<file path="src/rtl/raster_scheduler.sv">
// Frame-level sequencer: buffers triangles, optionally clears the frame buffer,
// then hands triangles one at a time to the rasterizer and muxes the FB write port.
module raster_scheduler #(
  parameter int DEPTH = 8,
  parameter int FB_W  = 640,
  parameter int FB_H  = 480
) (
  input  logic                     clk,
  input  logic                     areset_n,
  input  logic                     tri_valid,
  output logic                     tri_ready,
  input  logic [2:0][31:0]         tri_p1,
  input  logic [2:0][31:0]         tri_p2,
  input  logic [2:0][31:0]         tri_p3,
  output logic [$clog2(DEPTH):0]   tri_count,
  input  logic                     frame_start,
  input  logic                     clear_en,
  input  logic [3:0]               clear_color,
  output logic                     busy,
  output logic                     frame_done,
  output logic                     ru_start,
  output logic [2:0][31:0]         ru_p1,
  output logic [2:0][31:0]         ru_p2,
  output logic [2:0][31:0]         ru_p3,
  input  logic                     ru_done,
  input  logic [9:0]               ru_fb_x,
  input  logic [9:0]               ru_fb_y,
  input  logic [3:0]               ru_fb_data,
  input  logic                     ru_fb_we,
  output logic [9:0]               fb_x,
  output logic [9:0]               fb_y,
  output logic [3:0]               fb_data,
  output logic                     fb_we
);

  localparam int AW = $clog2(DEPTH);
  localparam int TW = 288;
  localparam logic [AW:0] FULL   = (AW+1)'(DEPTH);
  localparam logic [9:0]  X_LAST = 10'(FB_W - 1);
  localparam logic [9:0]  Y_LAST = 10'(FB_H - 1);

  typedef enum logic [2:0] {
    S_IDLE,
    S_CLEAR,
    S_ISSUE,
    S_START,
    S_WAIT,
    S_DONE
  } state_t;

  state_t          state;
  state_t          state_nxt;
  logic [TW-1:0]   mem [DEPTH];
  logic [AW-1:0]   wr_ptr;
  logic [AW-1:0]   rd_ptr;
  logic            push;
  logic            pop;
  logic            fifo_empty;
  logic [9:0]      cx;
  logic [9:0]      cy;
  logic            clear_last;

  assign tri_ready  = (tri_count != FULL);
  assign fifo_empty = (tri_count == '0);
  assign push       = tri_valid & tri_ready;
  assign pop        = (state == S_ISSUE) & ~fifo_empty;
  assign clear_last = (cx == X_LAST) && (cy == Y_LAST);

  always_ff @(posedge clk or negedge areset_n) begin
    if (!areset_n) begin
      wr_ptr    <= '0;
      rd_ptr    <= '0;
      tri_count <= '0;
    end else begin
      if (push) wr_ptr <= wr_ptr + 1'b1;
      if (pop)  rd_ptr <= rd_ptr + 1'b1;
      case ({push, pop})
        2'b10:   tri_count <= tri_count + 1'b1;
        2'b01:   tri_count <= tri_count - 1'b1;
        default: tri_count <= tri_count;
      endcase
    end
  end

  // Storage needs no reset: occupancy alone decides what is valid.
  always_ff @(posedge clk) begin
    if (push) mem[wr_ptr] <= {tri_p3, tri_p2, tri_p1};
  end

  always_ff @(posedge clk or negedge areset_n) begin
    if (!areset_n) begin
      ru_p1 <= '0;
      ru_p2 <= '0;
      ru_p3 <= '0;
    end else if (pop) begin
      {ru_p3, ru_p2, ru_p1} <= mem[rd_ptr];
    end
  end

  always_ff @(posedge clk or negedge areset_n) begin
    if (!areset_n) begin
      cx <= '0;
      cy <= '0;
    end else if (state == S_CLEAR) begin
      if (cx == X_LAST) begin
        cx <= '0;
        cy <= (cy == Y_LAST) ? '0 : cy + 1'b1;
      end else begin
        cx <= cx + 1'b1;
      end
    end
  end

  always_ff @(posedge clk or negedge areset_n) begin
    if (!areset_n) state <= S_IDLE;
    else           state <= state_nxt;
  end

  always_comb begin
    state_nxt = state;
    unique case (state)
      S_IDLE:  if (frame_start) state_nxt = clear_en ? S_CLEAR : S_ISSUE;
      S_CLEAR: if (clear_last)  state_nxt = S_ISSUE;
      S_ISSUE: state_nxt = fifo_empty ? S_DONE : S_START;
      S_START: state_nxt = S_WAIT;
      S_WAIT:  if (ru_done)     state_nxt = S_ISSUE;
      S_DONE:  state_nxt = S_IDLE;
      default: state_nxt = S_IDLE;
    endcase
  end

  always_comb begin
    busy       = (state != S_IDLE);
    ru_start   = (state == S_START);
    frame_done = (state == S_DONE);
    if (state == S_CLEAR) begin
      fb_we   = 1'b1;
      fb_x    = cx;
      fb_y    = cy;
      fb_data = clear_color;
    end else begin
      fb_we   = ru_fb_we;
      fb_x    = ru_fb_x;
      fb_y    = ru_fb_y;
      fb_data = ru_fb_data;
    end
  end

endmodule
</file>
<file path="config.mk">
export PLATFORM = sky130hd
export DESIGN_NAME = raster_scheduler
export DESIGN_NICKNAME = d
export VERILOG_FILES = /design/src/rtl/raster_scheduler.sv
export SDC_FILE = /design/constraint.sdc
export NUM_CORES = 2
export LEC_CHECK = 0
export ABC_AREA = 1
export ABC_CLOCK_PERIOD_IN_PS = 18900
export BUFFER_PORTS_ARGS = -buffer_cell sky130_fd_sc_hd__buf_4
export CELL_PAD_IN_SITES_DETAIL_PLACEMENT = 0
export CELL_PAD_IN_SITES_GLOBAL_PLACEMENT = 1
export CORE_ASPECT_RATIO = 1.2
export CORE_MARGIN = 5
export CORE_UTILIZATION = 40
export CTS_CLUSTER_SIZE = 16
export DETAILED_ROUTE_END_ITERATION = 10
export MAX_ROUTING_LAYER = met4
export PLACE_DENSITY_LB_ADDON = 0.1
export SLEW_MARGIN = 10
export SYNTH_ARGS = -nofsm -noshare
export SYNTH_HDL_FRONTEND = slang
export SYNTH_SLANG_ARGS = --single-unit
</file>
<file path="constraint.sdc">
create_clock -name clk -period 18.9 [get_ports clk]
set_input_delay 2.835 -clock clk [delete_from_list [all_inputs] [get_ports clk]]
set_output_delay 2.835 -clock clk [all_outputs]
set_load 0.02 [all_outputs]
</file>
==> flow_metrics.tcl <==
set metrics [dict create \
    run_status "complete, no violations" \
    cts_repair_resize_count 0 \
    setup_viol_count_final 0 \
    grt_max_degree 215 \
    port-buffer-count 643 \
    cts_root_buf "sky130_fd_sc_hd__clkbuf_16" \
    design_area_um2 119000 \
    postSynthRegisterBits 2625 \
    report.final.slew_viol_count 0 \
    grt_resource_usage_total_pct 22.1 \
    number_of_top_level_pins 644 \
    gpl.final_weighted_congestion 0.785 \
    yosysSeqAreaShare_pct 75.2 \
    grt_overflow_total 0 \
    critPathMostFrequentCell "sky130_fd_sc_hd__buf_4" \
    floorplan.die.height_um 565 \
    route.vias.total 65721 \
    period_needed_ps 6210 \
    finalNonFillerCells 12708 \
    worst-endpoint-arrival_ps 3380 \
    netlist_area_um2 103000 \
    area_delta_synth_final_pct 16.1 \
    power.switching_w 0.00689 \
    cts_buffers 281 \
    cts_tree "done" \
    r2r.worst_path.cells 9 \
    floorplan.initialDensity_pct 40.2 \
    clk_path_buf_depth 4 \
    power.density_cell_area_nw_per_um2 160 \
    design.die.area_um2 267000 \
    min_from "ru_p3[12]" \
    power.switching_fraction_pct 36.1 \
    routedWlPerCell_um 23.1 \
    crit_path_cell_trace "buf_4, or2_2, buf_4" \
    type_of_element_launching_the_critical_path "primary input" \
    first_global_vias 64980 \
    post-route-period-util_pct 32.9 \
    synth.distinct_cells 28 \
    critPathMaxStageDelay_ps 280 \
    worst_hold_path.num_cells 2 \
    cellLeakagePower_nw 44.7 \
    cp-end-kind "output pin" \
    ant_nets 0 \
    achievable-frequency_mhz 161 \
    finish.utilization_pct 46.7 \
    htree_levels 5 \
    nets 9387 \
    worst_clock_skew_ps 48.1 \
    r2r_end "ru_p3[63]" \
    comb_power_share_pct 30.8 \
    worst-setup-path-type "primary input to output pin" \
    detailedPlacementHpwl_um 158000 \
    rsz_0062_raised_after_global_routing "no" \
    dpl-instance-area_um2 110000 \
    worst_path_max_delay_cell "sky130_fd_sc_hd__or2_2" \
    path_clk_slew_ps 60 \
    pwr-share-seq_pct 40.8 \
    drt_drc_violations_left 0 \
    worstHoldEndpoint "ru_p3[12]" \
    fp-row-count 203 \
    post_synth_inst_count 8536 \
    grt_first_pass_wirelength_um 435000 \
    critical_path.max_fanout 1 \
    ir_drop_uv 126 \
    post_cts_hold_buffer_count 0 \
    critical_path.reg2reg.startpoint "rd_ptr[1]" \
    post-layout-total-power_w 0.0191 \
    drt_pre_antenna_iters 8 \
    max_slew_margin_pct 17.6 \
    worst_hold_path_type "flip-flop to flip-flop" \
    post_place_cells 12156 \
    worst-slew-pin-transition_ps 1240 \
    die_width_um 473 \
    register_to_register_setup_slack_ps 13940 \
    drt_wl_total_um 294000 \
    number_of_antenna_violations_at_the_first_check_in_global_routing 63 \
    post_route_cells_drive_above_1_share_pct 12.7 \
    setup_tns_ps 0 \
    detail_route.iter0.violations 4544 \
    total_of_warnings_raised_by_yosys 0 \
    post_cts_buffers 0 \
    mean_syn_cell_area_um2 12.0 \
    core_region_area_um2 255000 \
    detail_route.vias_per_cell 5.17 \
    crit_required_ps 16070 \
    clock_sink_count 2625 \
    final-hold-violation-count 0 \
    clkLatencyLatePin_ps 860 \
    power_frac_clock_pct 28.4 \
    maxCapViolCount 0 \
    power.internal_w 0.0122 \
    synth.net_count 8866 \
]
[state kept, by name, summed over array words and instances (netlist names)]
signal,flops
cx,10
cy,10
mem,2304
rd_ptr,3
ru_p1,96
ru_p2,96
ru_p3,96
state,3
tri_count,4
wr_ptr,3
[power by group through the flow]
stage	clock network [W]	logic, W	registers (W)
floorplan	0	0.00359	0.00843
global placement	0	0.00594	0.00790
detailed placement	0	0.00597	0.00792
CTS	0.00555	0.00599	0.00781
global route	0.00580	0.00655	0.00788
finish	0.00542	0.00588	0.00780
[layout make-up]
cell class | count | area (µm²)
fill | 23105 | 136000
sequential | 2625 | 77200
multi-input combinational | 5354 | 22700
clock buffer | 370 | 7730
timing repair buffer | 752 | 5780
tap | 3382 | 4230
clock inverter | 128 | 1260
inverter | 43 | 191
antenna | 54 | 135
[Yosys cell counts, drive strengths merged]
master     n  area [µm²]
inv       43         161
xor2      11        96.3
a21oi      6        41.3
buf      337        2020
nand2   2333        8760
nand3   1298        6500
nand4      8        50.1
a41oi      1        8.76
dfrtp    321        8030
edfxtp  2304       69200
o21ai    566        2830
o31ai      1        7.51
ha         7        87.6
or2        3        18.8
nor2    1111        4180
nor3       8        40.0
and2       1        6.26
clkbuf   177         664
[worst max-delay path: cells and delay by family]
kind                   cells  cell delay (ps)
buffers and inverters      2              260
and+or+nand+nor            1              280
[placed cells by master, fill, tap and decap left out, drive strengths merged]
| cell type | n |
|---|---|
| nor2 | 1111 |
| nand4 | 8 |
| edfxtp | 2304 |
| a41oi | 1 |
| nand2 | 2333 |
| diode | 54 |
| xor2 | 11 |
| a21oi | 6 |
| clkbuf | 370 |
| buf | 752 |
| clkinvlp | 11 |
| or2 | 3 |
| bufinv | 19 |
| nor3 | 8 |
| ha | 7 |
| inv | 59 |
| clkinv | 82 |
| o21ai | 566 |
| o31ai | 1 |
| and2 | 1 |
| nand3 | 1298 |
| dfrtp | 321 |
[layer usage]
| layer | track usage (%) | vias up | part of all wire (%) |
|---|---|---|---|
| met3 | 4.16 | 394 | 5.6 |
| li1 | - | 30769 | - |
| met4 | 5.06 | 0 | 2.0 |
| met1 | 29.1 | 32907 | 44 |
| met2 | 35.9 | 1651 | 49 |
| met5 | - | - | 0 |
[worst max path at each step]
| stage | from | end | slack (ps) | cells after the start |
|---|---|---|---|---|
| floorplan | tri_valid | mem[0][0] | 2740 | 3 |
| global placement | tri_valid | mem[0][159] | 11840 | 7 |
| detailed placement | tri_valid | mem[0][159] | 11790 | 7 |
| CTS | ru_fb_we | fb_we | 12690 | 3 |
| global route | tri_valid | mem[0][159] | 12580 | 7 |
| finish | ru_fb_we | fb_we | 12690 | 3 |
[stage by stage]
| stage | worst slack (ps) | hold WS (ps) |
|---|---|---|
| 3_3_place_gp | 11840 | 465 |
| 2_1_floorplan | 2740 | 483 |
| 5_1_grt | 12580 | 496 |
| 6_report | 12690 | 478 |
| 4_1_cts | 12690 | 481 |
| 3_5_place_dp | 11790 | 466 |
[cell families after synthesis]
kind of cell	count (synthesis)	synth area share (%)
compound gates	574	2.81
flops	2625	75.2
fa+ha+maj	7	0.0853
xor+xnor	11	0.0938
simple gates	4762	19.0
buf+inv	557	2.77
Power figures use the tool's default switching activity.
